<file path="src/rtl/vga_scan_engine.sv">
// rtl/vga_scan_engine.sv - parametrised VGA timing, framebuffer addressing and RAM-latency-aligned outputs
module vga_scan_engine #(
   parameter int H_ACTIVE    = 640,
   parameter int H_FP        = 16,
   parameter int H_SYNC      = 96,
   parameter int H_BP        = 48,
   parameter int V_ACTIVE    = 480,
   parameter int V_FP        = 10,
   parameter int V_SYNC      = 2,
   parameter int V_BP        = 33,
   parameter int SYNC_POL    = 0,
   parameter int CLK_DIV     = 4,
   parameter int PIPE_LAT    = 2,
   parameter int SCALE_SHIFT = 0,
   parameter int ADDR_WIDTH  = 19,
   parameter int COLOR_BITS  = 12
) (
   input  logic                  clk,
   input  logic                  reset,
   input  logic [COLOR_BITS-1:0] pix_data,
   output logic                  pix_en,
   output logic [ADDR_WIDTH-1:0] fb_addr,
   output logic [9:0]            x,
   output logic [9:0]            y,
   output logic                  hSync,
   output logic                  vSync,
   output logic                  active,
   output logic [COLOR_BITS-1:0] rgb,
   output logic                  frame_end
);

   localparam int H_TOTAL = H_ACTIVE + H_FP + H_SYNC + H_BP;
   localparam int V_TOTAL = V_ACTIVE + V_FP + V_SYNC + V_BP;
   localparam int DIV_W   = (CLK_DIV > 1) ? $clog2(CLK_DIV) : 1;

   localparam logic [DIV_W-1:0] DIV_MAX = DIV_W'(CLK_DIV - 1);
   localparam logic [9:0] X_LAST      = 10'(H_TOTAL - 1);
   localparam logic [9:0] Y_LAST      = 10'(V_TOTAL - 1);
   localparam logic [9:0] X_ACT       = 10'(H_ACTIVE);
   localparam logic [9:0] Y_ACT       = 10'(V_ACTIVE);
   localparam logic [9:0] Y_BASE_LAST = 10'(V_ACTIVE - 1);
   localparam logic [9:0] HS_LO       = 10'(H_ACTIVE + H_FP);
   localparam logic [9:0] HS_HI       = 10'(H_ACTIVE + H_FP + H_SYNC - 1);
   localparam logic [9:0] VS_LO       = 10'(V_ACTIVE + V_FP);
   localparam logic [9:0] VS_HI       = 10'(V_ACTIVE + V_FP + V_SYNC - 1);
   // Low bits of x/y that select a screen pixel inside one replicated framebuffer pixel
   localparam logic [9:0] SCALE_MASK  = 10'((1 << SCALE_SHIFT) - 1);
   localparam logic [ADDR_WIDTH-1:0] LINE_STRIDE = ADDR_WIDTH'(H_ACTIVE >> SCALE_SHIFT);
   localparam logic SYNC_ON = (SYNC_POL != 0);

   logic [DIV_W-1:0]      div_cnt;
   logic [DIV_W-1:0]      div_next;
   logic [ADDR_WIDTH-1:0] line_base;
   logic [9:0]            x_inc;
   logic                  x_last;
   logic                  y_last;
   logic                  base_step;
   logic                  addr_step;
   logic                  raw_active;
   logic                  raw_hsync;
   logic                  raw_vsync;
   logic [2:0]            raw_vec;
   logic [2:0]            tap;

   // Next-state helpers and undelayed timing flags derived from the scan position
   always_comb begin
      div_next   = (div_cnt == DIV_MAX) ? '0 : div_cnt + DIV_W'(1);
      x_inc      = x + 10'd1;
      x_last     = (x == X_LAST);
      y_last     = (y == Y_LAST);
      base_step  = ((y & SCALE_MASK) == SCALE_MASK) && (y < Y_BASE_LAST);
      addr_step  = (x_inc < X_ACT) && ((x_inc & SCALE_MASK) == 10'd0);
      raw_active = (x < X_ACT) && (y < Y_ACT);
      raw_hsync  = (x >= HS_LO) && (x <= HS_HI);
      raw_vsync  = (y >= VS_LO) && (y <= VS_HI);
      raw_vec    = {raw_active, raw_hsync, raw_vsync};
   end

   // Pixel-tick divider; pix_en is registered so it is high exactly while div_cnt is at its top
   always_ff @(posedge clk) begin
      if (reset) begin
         div_cnt <= '0;
         pix_en  <= 1'b0;
      end else begin
         div_cnt <= div_next;
         pix_en  <= (div_next == DIV_MAX);
      end
   end

   // Scan counters and incremental framebuffer address (line base advances once per replicated line)
   always_ff @(posedge clk) begin
      if (reset) begin
         x         <= '0;
         y         <= '0;
         line_base <= '0;
         fb_addr   <= '0;
      end else if (pix_en) begin
         if (x_last) begin
            x <= '0;
            if (y_last) begin
               y         <= '0;
               line_base <= '0;
               fb_addr   <= '0;
            end else begin
               y <= y + 10'd1;
               if (base_step) begin
                  line_base <= line_base + LINE_STRIDE;
                  fb_addr   <= line_base + LINE_STRIDE;
               end else begin
                  fb_addr <= line_base;
               end
            end
         end else begin
            x <= x_inc;
            if (addr_step) begin
               fb_addr <= fb_addr + ADDR_WIDTH'(1);
            end
         end
      end
   end

   generate
      if (PIPE_LAT == 0) begin : g_direct
         assign tap = raw_vec;
      end else begin : g_delay
         logic [2:0] stage [PIPE_LAT];

         // Delay timing flags by the RAM read latency so they meet pix_data
         always_ff @(posedge clk) begin
            if (reset) begin
               for (int i = 0; i < PIPE_LAT; i++) begin
                  stage[i] <= '0;
               end
            end else if (pix_en) begin
               stage[0] <= raw_vec;
               for (int i = 1; i < PIPE_LAT; i++) begin
                  stage[i] <= stage[i-1];
               end
            end
         end

         assign tap = stage[PIPE_LAT-1];
      end
   endgenerate

   // Output register: colour and sync/active leave the block on the same tick
   always_ff @(posedge clk) begin
      if (reset) begin
         active <= 1'b0;
         hSync  <= ~SYNC_ON;
         vSync  <= ~SYNC_ON;
         rgb    <= '0;
      end else if (pix_en) begin
         active <= tap[2];
         hSync  <= tap[1] ? SYNC_ON : ~SYNC_ON;
         vSync  <= tap[0] ? SYNC_ON : ~SYNC_ON;
         rgb    <= tap[2] ? pix_data : '0;
      end
   end

   assign frame_end = pix_en && x_last && y_last;

endmodule
</file>
<file path="config.mk">
export PLATFORM = sky130hd
export DESIGN_NAME = vga_scan_engine
export DESIGN_NICKNAME = d
export VERILOG_FILES = /design/src/rtl/vga_scan_engine.sv
export SDC_FILE = /design/constraint.sdc
export NUM_CORES = 1
export LEC_CHECK = 0
export ABC_AREA = 1
export CELL_PAD_IN_SITES_DETAIL_PLACEMENT = 1
export CELL_PAD_IN_SITES_GLOBAL_PLACEMENT = 2
export CORE_ASPECT_RATIO = 0.6
export CORE_MARGIN = 10
export CORE_UTILIZATION = 24
export DETAILED_ROUTE_END_ITERATION = 8
export PLACE_DENSITY_LB_ADDON = 0.1
export SYNTH_ARGS = -nofsm -noshare
export SYNTH_HDL_FRONTEND = slang
export SYNTH_SLANG_ARGS = --single-unit
</file>
<file path="constraint.sdc">
create_clock -name clk -period 2.8 [get_ports clk]
set_clock_uncertainty 0.1 [all_clocks]
set_input_delay 0.28 -clock clk [delete_from_list [all_inputs] [get_ports clk]]
set_output_delay 0.28 -clock clk [all_outputs]
set_load 0.01 [all_outputs]
</file>
== Yosys cells after proc, flatten, opt, wreduce, memory -nomap -nowiden ==
Memory sizes are Yosys's and may differ from the RTL's.
Cells that the tools add are included.
Word-level totals
  output and inout bits: 56
  register bits after elaboration: 76
  bits in writable memories: 6
  logic and storage cells: 55
  memories: 1
  input port bits: 14
Operators by class
  reductions and logical operators: 8
  bitwise operators: 2
  magnitude comparators: 8
  mux-type cells: 17
  add/sub/neg operators: 5
  equal/unequal tests: 4
Memories
  g_delay.stage: depth 2, width 3, rd ports 2, clocked after Yosys merged registers in 0, write ports 2, RTL line 126  | logic [2:0] stage [PIPE_LAT];
Operators with widths (count)
  two-way mux 19 bit: 4
  adder 10 x 1 -> 10 bit, second input constant: 2
  equality test 10 bit, second input constant: 2
  less-than comparator 10 bit, second input constant: 2
  less-than comparator 10 x 9 -> 1 bit, second input constant: 2
  two-way mux 10 bit: 2
  adder 19 x 1 -> 19 bit, second input constant: 1
  adder 19 x 10 -> 19 bit, second input constant: 1
  two-way mux 12 bit: 1
  >= comparator 10 bit, second input constant: 1
  >= comparator 10 x 9 -> 1 bit, second input constant: 1
  <= comparator 10 bit, second input constant: 1
  <= comparator 10 x 9 -> 1 bit, second input constant: 1
  two-way mux 1 bit: 7
  two-way mux 3 bit: 2
  logical AND 1 bit: 5
  equality test 2 bit, second input constant: 2
  AND reduction 2 bit: 2
  adder 2 x 1 -> 2 bit, second input constant: 1
  two-way mux 2 bit: 1
  OR 1 bit: 2
  nonzero test 2 bit: 1

== Depth between registers and ports, before layout ==
Gate-level depths: netlist of the first run.
  depth after elaboration: 4
  gate-level depth with buffers: 13

== Least setup slack after synthesis of the first run ==
No wires, ideal clock.
  kind: register -> register
  start: reg x[1]
  end: reg y[6]
  arrival: 1.632 ns
  clock period less this slack: 1.847 ns
  path buffers: 0
  path slack: 0.953 ns
  library setup time: 0.115 ns
  data required time: 2.585 ns
  cell stages (with the launch flop): 12
  path through: dfxtp_1 ha_1 nand2_2 nor2_4 nand2_4 nor2_8 inv_2 nor2_2 nor2_4 clkinv_2 nor2_1 o21a_1
On the way
  word-level cells in the longest chain between the ends: 2
RTL lines
  from (decl): RTL line 23  | output logic [9:0] x,
  from (signal assigned): RTL line 114  | x <= x_inc;
  equality test 10 bit: RTL line 69  | x_last = (x == X_LAST);
  AND reduction 2 bit (no line)
  to (signal assigned): RTL line 105  | y <= y + 10'd1;
  to (decl): RTL line 24  | output logic [9:0] y,
Every way passes these cells.
A chain may end at the register's enable or synchronous reset.

== Worst setup path after layout of the first run ==
  start: reg x[1]
  end: reg y[9]
The elaborated chain is that of the path after synthesis.

==> impl_results.md, run 1 <==
* Run status: finished clean
* Synth async-reset ratio at 0
* Worst slack at placement at 0.480 ns
* Initial antenna violation count at 0
* Wire per inst at 16.7 um
* Clock power share at 0.466
* Area of the multi-input gates at 0.00229 mm^2
* CTS Buf Count at 9
* Crit Path Class: register to register
* Initial DRC Count at 201
* Clk sinks at 82
* Vias per cell at 4.55
* GR Util All Layers at 0.132
* Hold Crit Class: register to register
* CP arrival at 2.46 ns
* Post-layout min period at 2.28 ns
* Setup crit start kind: register
* Ratio of final minimum period to clock period at 0.816
* Nets at 720
* ANT cells at 0
* Power Internal at 0.00190 W
* Syn Nets at 645
* Dominant synthesized flop cell: dfxtp_1
* Reg2reg setup slack at 0.52 ns
* DR pass1 iterations at 4
* Critical path startpoint: x[1]$_SDFFE_PP0P_
* FF-to-FF End: y[9]$_SDFFE_PP0P_
* Syn avg cell area at 7.02 um^2
* Capture point of the critical path: y[9]$_SDFFE_PP0P_
* Yosys warning count at 0
* Max Root-Sink Buffers at 2
* P_leak at 2.08 nW
* Port Buffers at 69
* Fin. max-slew vios at 0
* Share of power burned in registers at 0.474
* M1 GR Usage at 0.191
* Hold depth at 1
* Net Sw Frac at 0.264
* Die ar. at 0.0242 mm^2
* Root Buffer: clkbuf_16
* GR Util met3 at 0.0339
* Hold Buf Count CTS at 0
* Mapped Area at 0.00437 mm^2
* Post-CTS setup buffer count at 0
* Htree depth at 3
* Max VDD drop at 0.251 mV
* Gr busiest metal: met2
* CP cell instances: ha_1 > nand2_2 > nor2_4 > nand2_4 > nor2_8 > buf_4 > nand2_2 > nor2_4 > nand3b_2 > o21ai_1 > nand2_1 > nor2_1
* # resized after CTS at 0
* CTS tree: built
* Fillers at 2222
* DRC at 0
* Final Hold Fails at 0
* Post-DRT Antenna Nets at 0
* Cells after Synth at 623
* Global-route wire length before repair at 26.0 mm
* Core Region at 0.0180 mm^2
* Number of flops mapped to enable cells by yosys at 6
* Reg2reg start: x[1]$_SDFFE_PP0P_
* Core Rows at 38
* # setup viols final at 0
* Max_slew headroom at 0.497
* Worst setup margin at 0.515 ns
* Yosys cell types at 43
* GR Overflow Total at 0
* Register bit count reported by yosys at 82
* Seq/Total Area, Yosys at 0.389
* Worst skew pair latency at 0.34 ns
* Combinational power share at 0.060
* Setup TNS at 0 ns
* NetSw at 0.000681 W
* Layout cells sized above 1 at 0.0982
* CP endpoint kind: register
* R2r worst-path depth at 12
* CP max stage delay at 0.41 ns
* CP max stage cell: dfxtp_1
* Layout area overhead at 29.4%
* Initial core utilization at 0.243
* Unrepaired setup endpoints after global routing: no
* Die W at 194 um
* Post-Route WL at 15.7 mm
* Worst path required time at 2.98 ns
* MaxCap Viol Count at 0
* Max frequency at 438 MHz
* Global placement routability congestion at 0.821
* Register area at 0.00170 mm^2
* Die Ht at 125 um
* Worst Path Max Fanout at 27
* Vias in the first global route at 4453
* Least-Margin Pin Slew at 0.736 ns
* Vias at 4293
* IO Count at 70
* DP Wirelength at 12.2 mm
* Largest net degree at the start of global routing at 28
* GR Layer Usage met2 at 0.194
* Reg clk slew, reported paths at 0.08 ns
* P per Cell Area at 455 mW/mm^2
[flip-flops by register name (all words and copies together) (netlist names), 2 cells and up]
register       flops
g_delay.stage      6
y                 10
fb_addr           19
line_base         19
x                 10
div_cnt            2
rgb               12
[final cells by class]
class / count / area share
clock inverters: 7 / 0.0126
well taps: 240 / 0.0531
multi-input cells: 450 / 0.406
flip-flops and latches: 82 / 0.301
repair buffers: 81 / 0.138
clock buffers: 9 / 0.0398
inverters: 74 / 0.0498
[routing by layer]
metal | wire (um) | up-vias
met5 | 0 | -
met2 | 6560 | 56
met3 | 620 | 4
met1 | 8490 | 2058
met4 | 45 | 0
li1 | - | 2175
[power groups by stage]
stage / logic (W) / registers, W / clock network, W
floorplan: 0.0000739 / 0.00125 / 0
global placement: 0.000156 / 0.00125 / 0
detailed placement: 0.000159 / 0.00125 / 0
CTS: 0.000160 / 0.00122 / 0.00125
global route: 0.000172 / 0.00122 / 0.00131
finish: 0.000155 / 0.00122 / 0.00120
[stage by stage]
step                area (um^2)  hold slack, ns  total power, W  cells  utilization
floorplan                  4370           0.299         0.00132    623            -
global placement           5350           0.307         0.00140    927        0.298
detailed placement         5350           0.308         0.00141    927        0.298
CTS                        5650           0.320         0.00263    943        0.314
global route               5660           0.343         0.00271    943        0.315
finish                     5660           0.320         0.00258    943        0.315
[placed cells by master, fill, tap and decap left out, types with 2 or more instances in the layout]
cell type        netlist  final
a211oi_1               2      2
a21oi_1               34     34
a32o_1                12     12
buf_4                  4     12
clkbuf_16              0      9
clkdlybuf4s50_1        0     68
clkinv_1               2      2
clkinvlp_4             0      2
dfxtp_1               76     76
edfxtp_1               6      6
ha_1                   8      8
inv_1                 63     63
inv_2                  7      7
inv_4                  1      2
inv_8                  0      3
nand2_1              165    165
nand2_2                7      7
nand2_4                2      2
nand3_1               36     35
nand3_2                1      2
nand3b_1               3      3
nand4_1                9      9
nor2_1                81     81
nor2_2                 6      6
nor2_4                 7      7
nor2_8                 2      2
nor3_1                11     11
nor4_1                 2      2
o21ai_0               29     29
o21ai_1                5      5
o22ai_1                3      3
o32ai_1                4      4
or2_2                  3      3
xnor2_1                2      2
xor2_1                 8      8
[cell families (layout without fill, tap and decap cells)]
| group | Yosys count | in the layout | share of synthesized area |
|---|---|---|---|
| DFF | 82 | 82 | 0.389 |
| AOI/OAI and AO/OA | 94 | 94 | 0.131 |
| xor gates and xnor gates | 10 | 10 | 0.0200 |
| and+or+nand+nor | 338 | 338 | 0.350 |
| adders and majority gates | 8 | 8 | 0.0229 |
| buffers and inverters | 91 | 171 | 0.0870 |
[critical path, delay by kind of cell (launching register included)]
family,cells,cell delay [ns]
simple gates,9,1.02
compound gates,1,0.14
fa+ha+maj,1,0.23
flops,1,0.41
buf+inv,1,0.31
[how the worst min path moves through the flow]
stage,from,endpoint
2_1_floorplan,g_delay.stage[0][4]$_SDFFCE_PN0P_,hSync$_SDFFE_PP1P_
3_3_place_gp,g_delay.stage[0][4]$_SDFFCE_PN0P_,hSync$_SDFFE_PP1P_
3_5_place_dp,g_delay.stage[0][4]$_SDFFCE_PN0P_,hSync$_SDFFE_PP1P_
4_1_cts,g_delay.stage[0][4]$_SDFFCE_PN0P_,hSync$_SDFFE_PP1P_
5_1_grt,g_delay.stage[0][4]$_SDFFCE_PN0P_,hSync$_SDFFE_PP1P_
6_report,g_delay.stage[0][4]$_SDFFCE_PN0P_,hSync$_SDFFE_PP1P_
[cells in the mapped netlist (8+ instances only)]
cell type | count | share of area
nand2_1 | 165 | 0.14
nor2_1 | 81 | 0.070
dfxtp_1 | 76 | 0.35
inv_1 | 63 | 0.054
nand3_1 | 36 | 0.041
a21oi_1 | 34 | 0.039
o21ai_0 | 29 | 0.033
a32o_1 | 12 | 0.027
nor3_1 | 11 | 0.013
nand4_1 | 9 | 0.013
ha_1 | 8 | 0.023
xor2_1 | 8 | 0.016
No activity file was read; power rests on OpenSTA's default activity.
==> inputs of run 2 (changes only) <==
==> constraint.sdc (replaced) <==
create_clock -name clk -period 2.1 [get_ports clk]
set_clock_uncertainty 0.1 [all_clocks]
set_input_delay 0.21 -clock clk [delete_from_list [all_inputs] [get_ports clk]]
set_output_delay 0.21 -clock clk [all_outputs]
set_load 0.01 [all_outputs]
==> run 2 against run 1 <==
Power rose by 34%. Sequential share of layout area shrank 2.1 points. Flip-flop and latch count unchanged. Clock-buffer cell count grew 3. Critical path type is now register to output pin. Largest power group unchanged.
==> impl_results.md, run 2 (synthesized netlist as in run 1, its figures left out) <==
* Commonest non-fill, non-tap cells in the layout: nand2_1, nor2_1, dfxtp_1 (unchanged)
* Largest net degree at the start of global routing at 20 (was 28)
* Share of power burned in registers at 0.471 (was 0.474)
* Clock power share at 0.461 (was 0.466)
* Utilization after layout at 0.340 (was 0.315)
* DRC at 0 (unchanged)
* Global-route wire length before repair at 26.0 mm (about the same)
* Run status: finished clean (unchanged)
* Nets at 767 (was 720)
* Crit Path Class: register to output pin (was register to register)
* Dpl cells at 967 (was 927)
* Layout area overhead at 39.9% (was 29.4%)
* # setup viols final at 0 (unchanged)
* Bufs and invs on worst path at 2 (was 1)
* DR pass1 iterations at 4 (unchanged)
* CP arrival at 1.68 ns (was 2.46 ns)
* Fin. max-slew vios at 0 (unchanged)
* Commonest non-fill, non-tap cell in the layout: nand2_1 (unchanged)
* Family with the most delay on the worst path: simple AND/OR/NAND/NOR gates (unchanged)
* Fin cells at 990 (was 943)
* Initial DRC Count at 237 (was 201)
* Max Root-Sink Buffers at 2 (unchanged)
* Max VDD drop at 0.375 mV (was 0.251 mV)
* Least-Margin Pin Slew at 0.505 ns (was 0.736 ns)
* Worst Path Max Fanout at 2 (was 27)
* DP Wirelength at 12.7 mm (was 12.2 mm)
* Unrepaired setup endpoints after global routing: yes (was no)
* Die ar. at 0.0242 mm^2 (unchanged)
* Worst skew pair latency at 0.34 ns (about the same)
* CTS Buf Count at 9 (unchanged)
* Hold Buf Count CTS at 0 (unchanged)
* Initial antenna violation count at 0 (unchanged)
* Port Buffers at 69 (unchanged)
* Core Rows at 38 (unchanged)
* Metal1 wirelength at 8.97 mm (was 8.49 mm)
* Combinational power share at 0.068 (was 0.060)
* Root Buffer: clkbuf_16 (unchanged)
* CP max stage cell: dfxtp_1 (unchanged)
* Wire per inst at 16.5 um (was 16.7 um)
* P_leak at 2.35 nW (was 2.08 nW)
* NetSw at 0.000824 W (was 0.000681 W)
* Post-DP Area at 0.00567 mm^2 (was 0.00535 mm^2)
* Layout cells sized above 1 at 0.184 (was 0.0982)
* MaxCap Viol Count at 0 (unchanged)
* CTS tree: built (unchanged)
* CP cell instances: ha_2 > nand2_2 > nor2_4 > nand2_4 > nor2_8 > inv_2 > nor2_4 > buf_2 (was ha_1 > nand2_2 > nor2_4 > nand2_4 > nor2_8 > buf_4 > nand2_2 > nor2_4 > nand3b_2 > o21ai_1 > nand2_1 > nor2_1)
* Power Internal at 0.00263 W (was 0.00190 W)
* GR Util All Layers at 0.133 (was 0.132)
* Final Hold Fails at 0 (unchanged)
* Global placement routability congestion at 0.793 (was 0.821)
* Core Region at 0.0180 mm^2 (unchanged)
* GR Overflow Total at 0 (unchanged)
* Max_slew headroom at 0.663 (was 0.497)
* Worst slack at placement at 0.0154 ns (was 0.480 ns)
* ANT cells at 0 (unchanged)
* Post-layout min period at 1.99 ns
* Net Sw Frac at 0.239 (was 0.264)
* Met2 Wirelength at 6.57 mm (was 6.56 mm)
* Vias in the first global route at 4505 (was 4453)
* Setup crit start kind: register (unchanged)
* Post-DRT Antenna Nets at 0 (unchanged)
* Vias per cell at 4.54 (was 4.55)
* P per Cell Area at 564 mW/mm^2 (was 455 mW/mm^2)
* CP endpoint kind: output pin (was register)
* Worst path required time at 1.79 ns (was 2.98 ns)
* Met3 wire len at 713 um (was 620 um)
* Worst setup margin at 0.105 ns (was 0.515 ns)
* Post-Route WL at 16.4 mm (was 15.7 mm)
* IO Count at 70 (unchanged)
* Die W at 194 um (unchanged)
* Hold Crit Class: register to register (unchanged)
* Vias at 4498 (was 4293)
* Ratio of final minimum period to clock period at 0.950
* Largest regs: fb_addr x19, line_base x19, rgb x12 (unchanged)
* Die Ht at 125 um (unchanged)
* Clk sinks at 82 (unchanged)
* Post-route cell area at 0.00612 mm^2 (was 0.00566 mm^2)
* Htree depth at 3 (unchanged)
* Max Used Layer: met4 (unchanged)
* Reg clk slew, reported paths at 0.06 ns (was 0.08 ns)
* Max frequency at 501 MHz
* Initial core utilization at 0.243 (unchanged)
* CP dominant cell by count: nor2_4
* CP max stage delay at 0.34 ns (was 0.41 ns)
-- run 2: cell types whose count changed in the layout (fill, tap and decap cells not counted), sizes merged --
cell	delta
clkinv	-1
clkbuf	+3
nand2	+2
buf	+46
clkinvlp	+1
dlymetal6s2s	-1
bufinv	+1
inv	-4
-- run 2: final cells by class --
| cell class | count | area [um^2] |
|---|---|---|
| well taps | 240 | 300 |
| repair buffers | 126 | 1130 |
| fillers | 2206 | 11900 |
| inverters | 74 | 282 |
| flip-flops and latches | 82 | 1710 |
| multi-input cells | 452 | 2410 |
| clock inverters | 4 | 52.6 |
| clock buffers | 12 | 236 |
-- run 2: routing by layer --
| layer | up-vias | GRT usage |
|---|---|---|
| met2 | 58 | 0.186 |
| li1 | 2276 | - |
| met3 | 9 | 0.0282 |
| met5 | - | 0 |
| met1 | 2155 | 0.200 |
| met4 | 0 | 0.0257 |
-- run 2: repair_timing --
| action | CTS | global route |
|---|---|---|
| cloned | 0 | 2 |
| setup buffers | 0 | 5 |
| gates resized for setup | 4 | 36 |
| pin swaps | 0 | 8 |
| setup endpoints to repair | 1 | 27 |
-- run 2: stage by stage --
step | hold WS (ns) | power (W) | setup TNS (ns)
2_1_floorplan | 0.278 | 0.00176 | 0
3_3_place_gp | 0.303 | 0.00188 | 0
3_5_place_dp | 0.313 | 0.00189 | 0
4_1_cts | 0.322 | 0.00351 | 0
5_1_grt | 0.341 | 0.00360 | -0.0898
6_report | 0.320 | 0.00345 | 0
-- run 2: final timing paths --
kind | startpoint | end | slack (ns) | cells after the start
worst max-delay path | x[1]$_SDFFE_PP0P_ | frame_end | 0.11 | 8
worst min-delay path | g_delay.stage[0][4]$_SDFFCE_PN0P_ | hSync$_SDFFE_PP1P_ | 0.32 | 1
worst max register to register | y[0]$_SDFFE_PP0P_ | fb_addr[3]$_SDFFE_PP0P_ | 0.15 | 12
worst min register to register | g_delay.stage[0][4]$_SDFFCE_PN0P_ | hSync$_SDFFE_PP1P_ | 0.32 | 1
-- run 2: power by group through the flow --
stage	logic [W]	clock network, W	registers, W
global placement	0.000221	0	0.00166
global route	0.000258	0.00171	0.00163
CTS	0.000227	0.00166	0.00163
finish	0.000235	0.00159	0.00163
floorplan	0.0000986	0	0.00166
detailed placement	0.000227	0	0.00166
==> inputs of run 3 (changes only) <==
--- a/config.mk
+++ b/config.mk
@@ -5,12 +5,12 @@
 export SDC_FILE = /design/constraint.sdc
 export NUM_CORES = 1
 export LEC_CHECK = 0
-export ABC_AREA = 1
 export CELL_PAD_IN_SITES_DETAIL_PLACEMENT = 1
 export CELL_PAD_IN_SITES_GLOBAL_PLACEMENT = 2
 export CORE_ASPECT_RATIO = 0.6
 export CORE_MARGIN = 10
 export CORE_UTILIZATION = 24
+export CTS_BUF_LIST = sky130_fd_sc_hd__clkbuf_4
 export DETAILED_ROUTE_END_ITERATION = 8
 export PLACE_DENSITY_LB_ADDON = 0.1
 export SYNTH_ARGS = -nofsm -noshare
==> run 3 against run 2 <==
The run now ends with setup timing left. Register-to-register slack worse by 0.32 ns. Non-clock buffer count is 52 higher. Area after synthesis decreased by 6.1%. Design area increased by 5.7%. Largest cell class unchanged.
==> impl_results.md, run 3 <==
* Critical path startpoint: x[0]$_SDFFE_PP0P_ (was x[1]$_SDFFE_PP0P_)
* Most common cell in the netlist: dfxtp_1 (was nand2_1)
* Max VDD drop at 0.249 mV (was 0.375 mV)
* Worst setup margin at -0.167 ns (was 0.105 ns)
* WHS at 0.138 ns (was 0.320 ns)
* Hold Startpoint: reset (was g_delay.stage[0][4]$_SDFFCE_PN0P_)
* Post-layout min period at 2.27 ns (was 1.99 ns)
* Core Region at 0.0165 mm^2 (was 0.0180 mm^2)
* P per Cell Area at 420 mW/mm^2 (was 564 mW/mm^2)
* Layout cells sized above 1 at 0.314 (was 0.184)
* GR Overflow Total at 0 (unchanged)
* Yosys warning count at 0 (unchanged)
* Failing checks: setup timing
* Dominant synthesized flop cell: dfxtp_1 (unchanged)
* Largest net degree at the start of global routing at 29 (was 20)
* Final Hold Fails at 0 (unchanged)
* CP cell instances: buf_6 > nand4_1 > buf_6 > nor4b_4 > nor4_4 > buf_6 > o21ai_4 > clkbuf_16 > mux2i_2 > a21oi_1 (was ha_2 > nand2_2 > nor2_4 > nand2_4 > nor2_8 > inv_2 > nor2_4 > buf_2)
* Yosys cell types at 63 (was 43)
* Largest regs: fb_addr x19, line_base x19, rgb x12 (unchanged)
* Register bit count reported by yosys at 82 (unchanged)
* Core Rows at 36 (was 38)
* Max_slew headroom at 0.631 (was 0.663)
* CP max stage cell: dfxtp_4 (was dfxtp_1)
* Combinational power share at 0.078 (was 0.068)
* Post-Route WL at 16.2 mm (was 16.4 mm)
* Synth top cells by count: dfxtp_1, nor2_1, nand2_1 (was nand2_1, nor2_1, dfxtp_1)
* Ratio of final minimum period to clock period at 1.08 (was 0.950)
* GR Util All Layers at 0.135 (was 0.133)
* Setup crit start kind: register (unchanged)
* Worst Path Max Fanout at 7 (was 2)
* Global placement routability congestion at 0.769 (was 0.793)
* Hold Crit Class: primary input to register (was register to register)
* Max Root-Sink Buffers at 2 (unchanged)
* Layout area overhead at 57.5% (was 39.9%)
* Commonest non-fill, non-tap cell in the layout: buf_4 (was nand2_1)
* Worst skew pair latency at 0.44 ns (was 0.34 ns)
* Clk sinks at 82 (unchanged)
* # setup viols final at 17 (was 0)
* Clock power share at 0.329 (was 0.461)
* Nets at 667 (was 767)
* CP endpoint kind: register (was output pin)
* IO Count at 70 (unchanged)
* FF-to-FF End: fb_addr[0]$_SDFFE_PP0P_ (was fb_addr[3]$_SDFFE_PP0P_)
* Port Buffers at 69 (unchanged)
* CP arrival at 2.51 ns (was 1.68 ns)
* Net Sw Frac at 0.284 (was 0.239)
* Mapped Area at 0.00411 mm^2 (was 0.00437 mm^2)
* Unrepaired setup endpoints after global routing: yes (unchanged)
* Die Ht at 121 um (was 125 um)
* Fin. max-slew vios at 0 (unchanged)
* Initial core utilization at 0.249 (was 0.243)
* Hold depth at 4 (was 1)
* Htree depth at 3 (unchanged)
* R2r worst-path depth at 10 (was 12)
* Root Buffer: clkbuf_4 (was clkbuf_16)
* Die ar. at 0.0229 mm^2 (was 0.0242 mm^2)
* Commonest non-fill, non-tap cells in the layout: buf_4, clkdlybuf4s50_1, nor2_1 (was nand2_1, nor2_1, dfxtp_1)
* Reg clk slew, reported paths at 0.16 ns (was 0.06 ns)
* Min-Delay Endpoint: fb_addr[14]$_SDFFE_PP0P_ (was hSync$_SDFFE_PP1P_)
* MaxCap Viol Count at 0 (unchanged)
* Hold Buf Count CTS at 0 (unchanged)
* Reg2reg setup slack at -0.17 ns (was 0.15 ns)
* CTS Buf Count at 9 (unchanged)
* Initial antenna violation count at 1 (was 0)
* Max frequency at 441 MHz (was 501 MHz)
* Number of flops mapped to enable cells by yosys at 6 (unchanged)
* Crit Path Class: register to register (was register to output pin)
* Setup TNS at -1.22 ns (was 0 ns)
* Global-route wire length before repair at 25.0 mm (was 26.0 mm)
* DR pass1 iterations at 4 (unchanged)
* Family with the most delay on the worst path: buffers and inverters (was simple AND/OR/NAND/NOR gates)
* CP Depth at 10 (was 8)
* DRC at 0 (unchanged)
* Share of power burned in registers at 0.593 (was 0.471)
* Top-area cell type share of the netlist area at 0.371 (was 0.348)
* Initial DRC Count at 136 (was 237)
* CTS tree: built (unchanged)
* Yosys top cell by area: dfxtp_1 (unchanged)
* NetSw at 0.000772 W (was 0.000824 W)
* Seq/Total Area, Yosys at 0.415 (was 0.389)
* Vias in the first global route at 4464 (was 4505)
* Utilization after layout at 0.392 (was 0.340)
* DP Wirelength at 11.5 mm (was 12.7 mm)
* Dominant cells by area after synthesis: dfxtp_1, nor2_1, edfxtp_1 (was dfxtp_1, nand2_1, nor2_1)
* Least-Margin Pin Slew at 0.552 ns (was 0.505 ns)
* Power Internal at 0.00195 W (was 0.00263 W)
* P_leak at 2.39 nW (was 2.35 nW)
* Reg2reg start: x[0]$_SDFFE_PP0P_ (was y[0]$_SDFFE_PP0P_)
* Vias per cell at 4.89 (was 4.54)
* Worst path required time at 2.34 ns (was 1.79 ns)
* CP max stage delay at 0.40 ns (was 0.34 ns)
* Synth async-reset ratio at 0 (unchanged)
* Die W at 189 um (was 194 um)
* Power Total at 0.00272 W (was 0.00345 W)
* CP dominant cell by count: buf_6 (was nor2_4)
* Vias at 4297 (was 4498)
* Run status: finished, violations left (was finished clean)
* Bufs and invs on worst path at 4 (was 2)
* Post-DRT Antenna Nets at 0 (unchanged)
* Worst slack at placement at -0.171 ns (was 0.0154 ns)
* Cells after Synth at 480 (was 623)
* Syn Nets at 502 (was 645)
* Syn avg cell area at 8.55 um^2 (was 7.02 um^2)
* Wire per inst at 18.5 um (was 16.5 um)
-- run 3: changes by cell type after synthesis, sizes merged, moves of 8 or more --
cell and change:
nand3 -17, a21oi -8, and3 +12, and2 +13, nor4 +9, nand4 +8, nor2 -28, a22oi +19
inv -58, nand2 -143, xnor2 +8, a32o -12
-- run 3: tightest hold or removal path, cell delays in order --
cell	delay (ns)
buf_2	0.15
nor2_2	0.14
nand2_1	0.09
o22ai_1	0.06
-- run 3: layout make-up --
class / instances / area [um^2]
well taps: 228 / 285
inverters: 14 / 52.6
fillers: 1931 / 10000
clock inverters: 7 / 51.3
clock buffers: 9 / 67.6
repair buffers: 178 / 1700
multi-input cells: 360 / 2580
diodes: 1 / 2.50
flip-flops and latches: 82 / 1720
-- run 3: worst max-delay path by stage --
stage,endpoint,slack (ns)
floorplan,fb_addr[14]$_SDFFE_PP0P_,0.008
global route,fb_addr[0]$_SDFFE_PP0P_,-0.25
finish,fb_addr[0]$_SDFFE_PP0P_,-0.17
detailed placement,frame_end,-0.17
CTS,frame_end,-0.20
global placement,frame_end,-0.15
-- run 3: timing repair --
item,4_1_cts,5_1_grt
cloned,0,1
resized for setup,35,86
hold endpoints to repair,0,0
buffers inserted,12,18
setup endpoints to repair,35,40
pin swaps,13,33
-- run 3: per-layer routing --
layer | vias to the layer above | wire length (um) | GRT usage
met5 | - | 0 | 0
met4 | 0 | 89 | 0.0267
met3 | 7 | 708 | 0.0333
met2 | 80 | 7210 | 0.209
met1 | 2140 | 8210 | 0.186
li1 | 2070 | - | -
-- run 3: cells by family after synthesis --
kind of cell / share of synthesized area
buf+inv: 0.0448
mux: 0.00732
compound gates: 0.176
fa+ha+maj: 0.0244
xor+xnor: 0.0533
flops: 0.415
simple gates: 0.279
-- run 3: per-stage QoR --
stage / instance area (um^2) / std cells
floorplan: 4120 / 480
detailed placement: 5600 / 834
CTS: 5910 / 861
global placement: 5600 / 834
finish: 6470 / 879
global route: 6470 / 879
-- run 3: power groups by stage --
stage / sequential, W / combinational, W / clock [W]
after floorplan: 0.00165 / 0.0000758 / 0
after global placement: 0.00164 / 0.000183 / 0
after detailed placement: 0.00165 / 0.000187 / 0
after CTS: 0.00161 / 0.000190 / 0.000941
after global routing: 0.00162 / 0.000233 / 0.00100
final: 0.00161 / 0.000211 / 0.000894
